File: src/rtl/register_file_mp.sv
// Multi-port register file for the decode stage.
// Two write ports (port 1 wins on an address collision), NUM_READ combinational
// read ports with optional same-cycle write forwarding, an optional hard-wired
// zero register, and a per-register busy scoreboard for hazard detection.
module register_file_mp #(
  parameter int DATA_WIDTH = 16,
  parameter int ADDR_WIDTH = 4,
  parameter int NUM_READ   = 5,
  parameter int ZERO_REG   = 1,
  parameter int BYPASS     = 1
) (
  input  logic                           Clock,
  input  logic                           ResetN,
  input  logic [NUM_READ*ADDR_WIDTH-1:0] ReadAddr,
  output logic [NUM_READ*DATA_WIDTH-1:0] ReadData,
  output logic [NUM_READ-1:0]            ReadBusy,
  input  logic                           WriteEnable0,
  input  logic [ADDR_WIDTH-1:0]          WriteAddr0,
  input  logic [DATA_WIDTH-1:0]          WriteData0,
  input  logic                           WriteEnable1,
  input  logic [ADDR_WIDTH-1:0]          WriteAddr1,
  input  logic [DATA_WIDTH-1:0]          WriteData1,
  input  logic                           ReserveEnable,
  input  logic [ADDR_WIDTH-1:0]          ReserveAddr
);

  localparam int                    DEPTH     = 2 ** ADDR_WIDTH;
  localparam logic [ADDR_WIDTH-1:0] ADDR_ZERO = {ADDR_WIDTH{1'b0}};
  localparam logic [DATA_WIDTH-1:0] DATA_ZERO = {DATA_WIDTH{1'b0}};

  // True when the address is the hard-wired zero register.
  function automatic logic is_zero_reg(input logic [ADDR_WIDTH-1:0] addr);
    return (ZERO_REG != 0) && (addr == ADDR_ZERO);
  endfunction

  logic [DATA_WIDTH-1:0] regs_q [DEPTH];
  logic [DATA_WIDTH-1:0] regs_d [DEPTH];
  logic [DEPTH-1:0]      busy_q;
  logic [DEPTH-1:0]      busy_d;

  logic                  wr0_ok_s;
  logic                  wr1_ok_s;
  logic                  rsv_ok_s;
  logic [ADDR_WIDTH-1:0] rd_addr_s [NUM_READ];

  // Qualify write and reserve requests against the zero register.
  always_comb begin
    wr0_ok_s = WriteEnable0  && !is_zero_reg(WriteAddr0);
    wr1_ok_s = WriteEnable1  && !is_zero_reg(WriteAddr1);
    rsv_ok_s = ReserveEnable && !is_zero_reg(ReserveAddr);
  end

  // Next register and busy state: port 1 overrides port 0, reserve overrides the write clear.
  always_comb begin
    for (int i = 0; i < DEPTH; i++) begin
      regs_d[i] = (wr1_ok_s && (WriteAddr1 == ADDR_WIDTH'(i))) ? WriteData1 :
                  (wr0_ok_s && (WriteAddr0 == ADDR_WIDTH'(i))) ? WriteData0 :
                  regs_q[i];
      busy_d[i] = (rsv_ok_s && (ReserveAddr == ADDR_WIDTH'(i))) ? 1'b1 :
                  ((wr0_ok_s && (WriteAddr0 == ADDR_WIDTH'(i))) ||
                   (wr1_ok_s && (WriteAddr1 == ADDR_WIDTH'(i)))) ? 1'b0 :
                  busy_q[i];
    end
  end

  // State registers; asynchronous reset clears contents and scoreboard together.
  always_ff @(posedge Clock or negedge ResetN) begin
    if (!ResetN) begin
      for (int i = 0; i < DEPTH; i++) begin
        regs_q[i] <= DATA_ZERO;
      end
      busy_q <= {DEPTH{1'b0}};
    end else begin
      for (int i = 0; i < DEPTH; i++) begin
        regs_q[i] <= regs_d[i];
      end
      busy_q <= busy_d;
    end
  end

  // Unpack the per-port read addresses.
  always_comb begin
    for (int k = 0; k < NUM_READ; k++) begin
      rd_addr_s[k] = ReadAddr[k*ADDR_WIDTH +: ADDR_WIDTH];
    end
  end

  // Combinational read ports with zero-register masking and write forwarding.
  always_comb begin
    ReadData = {(NUM_READ*DATA_WIDTH){1'b0}};
    ReadBusy = {NUM_READ{1'b0}};
    for (int k = 0; k < NUM_READ; k++) begin
      if (is_zero_reg(rd_addr_s[k])) begin
        ReadData[k*DATA_WIDTH +: DATA_WIDTH] = DATA_ZERO;
        ReadBusy[k]                          = 1'b0;
      end else if ((BYPASS != 0) && WriteEnable1 && (WriteAddr1 == rd_addr_s[k])) begin
        ReadData[k*DATA_WIDTH +: DATA_WIDTH] = WriteData1;
        ReadBusy[k]                          = 1'b0;
      end else if ((BYPASS != 0) && WriteEnable0 && (WriteAddr0 == rd_addr_s[k])) begin
        ReadData[k*DATA_WIDTH +: DATA_WIDTH] = WriteData0;
        ReadBusy[k]                          = 1'b0;
      end else begin
        ReadData[k*DATA_WIDTH +: DATA_WIDTH] = regs_q[rd_addr_s[k]];
        ReadBusy[k]                          = busy_q[rd_addr_s[k]];
      end
    end
  end

endmodule

File: config.mk
export PLATFORM = sky130hd
export DESIGN_NAME = register_file_mp
export DESIGN_NICKNAME = d
export VERILOG_FILES = /design/src/rtl/register_file_mp.sv
export SDC_FILE = /design/constraint.sdc
export NUM_CORES = 1
export LEC_CHECK = 0
export BUFFER_PORTS_ARGS = -buffer_cell sky130_fd_sc_hd__buf_4
export CORE_MARGIN = 2
export CORE_UTILIZATION = 30
export DETAILED_ROUTE_END_ITERATION = 10
export GPL_TIMING_DRIVEN = 0
export SLEW_MARGIN = 40
export SYNTH_ARGS = -nofsm -noshare
export SYNTH_HDL_FRONTEND = slang
export SYNTH_SLANG_ARGS = --single-unit
File: constraint.sdc
create_clock -name Clock -period 4.86 [get_ports Clock]
set_input_delay 0.972 -clock Clock [delete_from_list [all_inputs] [get_ports Clock]]
set_output_delay 0.972 -clock Clock [all_outputs]
set_load 0.005 [all_outputs]
==> flow_metrics.env <==
export IMPL_grt_pass1_vias=22450
export IMPL_cp_start_kind="primary input"
export IMPL_min_period_ns=4.976
export IMPL_syn_to_final_growth_pct=15.05
export IMPL_synth_edff_count=0
export IMPL_core_area_um2=82240
export IMPL_tightest_slew_ns=0.9640
export IMPL_cp_end_kind="primary output"
export IMPL_synth_seq_cells=272
export IMPL_worst_endpoint_arrival_ns=4.00
export IMPL_total_leakage_power_nw=10.73
export IMPL_wirelength_um=132900
export IMPL_drv_slew=0
export IMPL_path_class="primary input to primary output"
export IMPL_cts_buffers=35
export IMPL_synthCells=2346
export IMPL_yosysTopAreaCell="mux4_2"
export IMPL_yosys_top_cells_area="mux4_2, dfrtp_1, mux2i_1, a21oi_1, nor2_1"
export IMPL_syn_area_per_cell_um2=10.66
export IMPL_globalplace_congestion=1.014
export IMPL_initial_core_util_pct=30.40
export IMPL_fin_cells=3608
export IMPL_slew_headroom_pct=35.73
export IMPL_final_area_um2=28770
export IMPL_grt_start_max_net_pins=72
export IMPL_dp_cells=3540
export IMPL_rsz0062_at_grt="false"
export IMPL_finalSetupViolCount=12
export IMPL_ant_nets=0
export IMPL_syn_area_um2=25000
export IMPL_max_freq_mhz=201.0
export IMPL_rows=105
export IMPL_fin_skew_ns=0
export IMPL_slowest_delay_ns=0.66
export IMPL_fin_util_pct=34.98
export IMPL_cp_data_required_time_ns=3.89
export IMPL_nets=2580
export IMPL_cts_sinks=272
export IMPL_syn_num_nets=2415
export IMPL_overflow=0
export IMPL_fin_ws_ns=-0.1158
export IMPL_finalCritPeriodShare_pct=102.4
export IMPL_path_clk_slew_ns=0.06
export IMPL_ys_flop_type="dfrtp_1"
export IMPL_insertion_delay_ns=0.59
export IMPL_antenna_found_initial=4
export IMPL_ys_seq_area_share_pct=27.22
export IMPL_die_y_um=292.7
export IMPL_violations="negative setup slack"
export IMPL_layout_drive_gt1_share_pct=28.90
export IMPL_hold_violations=0
export IMPL_post_dp_cell_area_um2=27440
export IMPL_dpl_hpwl_um=105100
export IMPL_hold_path_class="primary input to async pin"
export IMPL_drc=0
export IMPL_io_buffers=116
export IMPL_grt_first_pass_wirelength_um=182000
export IMPL_gr_usage_all_layers_pct=30.58
export IMPL_routedWlPerCell_um=36.84
export IMPL_dr_total_vias=23650
export IMPL_synth_top_area_share_pct=34.59
export IMPL_cts_tree="yes"
export IMPL_drv_cap=0
export IMPL_drt_iter0_drc=3789
export IMPL_yosysMostFrequentCell="mux4_2"
export IMPL_synth_cell_types=55
export IMPL_ir_drop_uv=177.1
export IMPL_cts_htree_levels=2
export IMPL_power_density_nw_per_um2=391.8
export IMPL_status="complete, but fails checks"
export IMPL_cts_buffer_depth=3
export IMPL_vias_per_cell=6.555
export IMPL_netlist_top_cells_count="mux4_2, a21oi_1, dfrtp_1"
export IMPL_dieArea_um2=85670
export IMPL_crit_chain="buf_4 > buf_2 > buf_2 > mux2i_1 > o21bai_1 > a221oi_1 > nor4_1 > o221a_2 > buf_4"
export IMPL_firstDrtPassIters=6
export IMPL_postCtsHoldBufs=0
export IMPL_path_max_fanout=10
export IMPL_async_flop_share_pct=100.0
export IMPL_crit_slowest_cell="mux2i_1"
export IMPL_io_pins=154
export IMPL_die_w_um=292.7
export IMPL_cts_root_buf="clkbuf_16"
export IMPL_ys_warn_count=0
export IMPL_fillers=8316
cell usage in the layout, fill, tap and decap left out, types with 5 or more instances in the layout:
cell type  Yosys  layout
mux4_2       384     384
a21oi_1      298     298
dfrtp_1      272     272
nor2_1       266     264
mux2i_1      216     216
clkbuf_1     208     184
nand2_1      162     162
buf_4          1     123
o21ai_0       89      89
buf_2         69      73
inv_1         59      59
clkbuf_16      0      37
clkbuf_2       0      30
o221ai_1      30      29
nor2b_1       22      22
xor2_1        21      21
nor3b_1       23      21
xnor2_1       19      19
o221a_2       18      18
nand3_1       17      17
a221o_1       16      16
a211oi_1      16      16
a31oi_1       13      13
nor2_2         9      11
o21ai_1       10      10
nand3b_1       9       9
or2_2          7       7
or3_1          6       6
o211ai_1       6       6
and3_1         6       6
bufinv_16      0       6
buf_1         14       5
nand2b_1       5       5
clkinv_2       0       5
clkbuf_8       0       5
worst max-delay path, delay by kind of cell:
kind                   cells  cell delay (ns)
muxes                      1             0.66
buffers and inverters      4             1.39
AOI/OAI and AO/OA          3             0.85
and+or+nand+nor            1             0.08
final timing paths:
kind	start	end	slack [ns]	depth (start not counted)
max	ReadAddr[4]	ReadData[19]	-0.12	9
min	ResetN	busy_q[11]	0.31	1
max reg2reg	regs_q[223]	regs_q[223]	3.91	2
min reg2reg	regs_q[247]	regs_q[247]	0.54	1
max in group asynchronous	ResetN	regs_q[250]	3.52	3
min in group Clock	regs_q[247]	regs_q[247]	0.54	1
cells by family after synthesis:
logic type             after synthesis  share of synthesized area [%]
flip-flops                         272                          27.22
AND/OR/NAND/NOR                    556                          9.918
AO/OA/AOI/OAI                      518                          12.17
multiplexers                       604                          43.41
buffers and inverters              356                          5.875
XOR/XNOR                            40                          1.401
state kept, by name (all words and copies together) (netlist names):
register  cells
busy_q       16
regs_q      256
layout make-up:
class	count	area (µm²)	share of cell area, %
inverters	60	225.2	0.7829
diodes	2	5.005	0.01740
plain buffers	296	1297	4.510
multi-input cells	1718	16780	58.33
repair buffers	128	1056	3.671
well taps	1070	1339	4.654
flip-flops and latches	272	6807	23.66
clock inverters	16	247.7	0.8612
clock buffers	46	1010	3.510
where the power goes:
part	total [mW]	internal (mW)	switching [mW]
combinational	4.44	2.33	2.12
clock	2.97	1.79	1.18
sequential	3.85	2.79	1.06
total	11.3	6.91	4.36
metal layers:
metal  share of wire (%)  GRT usage [%]
met1                  36          39.49
met2                  44          46.10
met3                  13          8.756
met4                 6.5          16.96
met5               0.012              0
timing repair:
item / in CTS / in global routing
endpoints found under the setup margin: 28 / 18
pin swaps: 1 / 1
setup buffers: 2 / 2
resized for setup: 6 / 11
stage by stage:
stage	setup TNS, ns	setup WS, ns	total power, mW	hold slack [ns]
2_1_floorplan	0	0.9738	6.124	0.4899
5_1_grt	0	0.001415	11.54	0.3476
6_report	-0.5022	-0.1158	11.27	0.3144
4_1_cts	0	0.01712	11.00	0.3321
3_3_place_gp	-12.28	-0.5067	7.991	0.5248
3_5_place_dp	-1.626	-0.1432	8.031	0.5339
(Power assumes the default switching activity.)
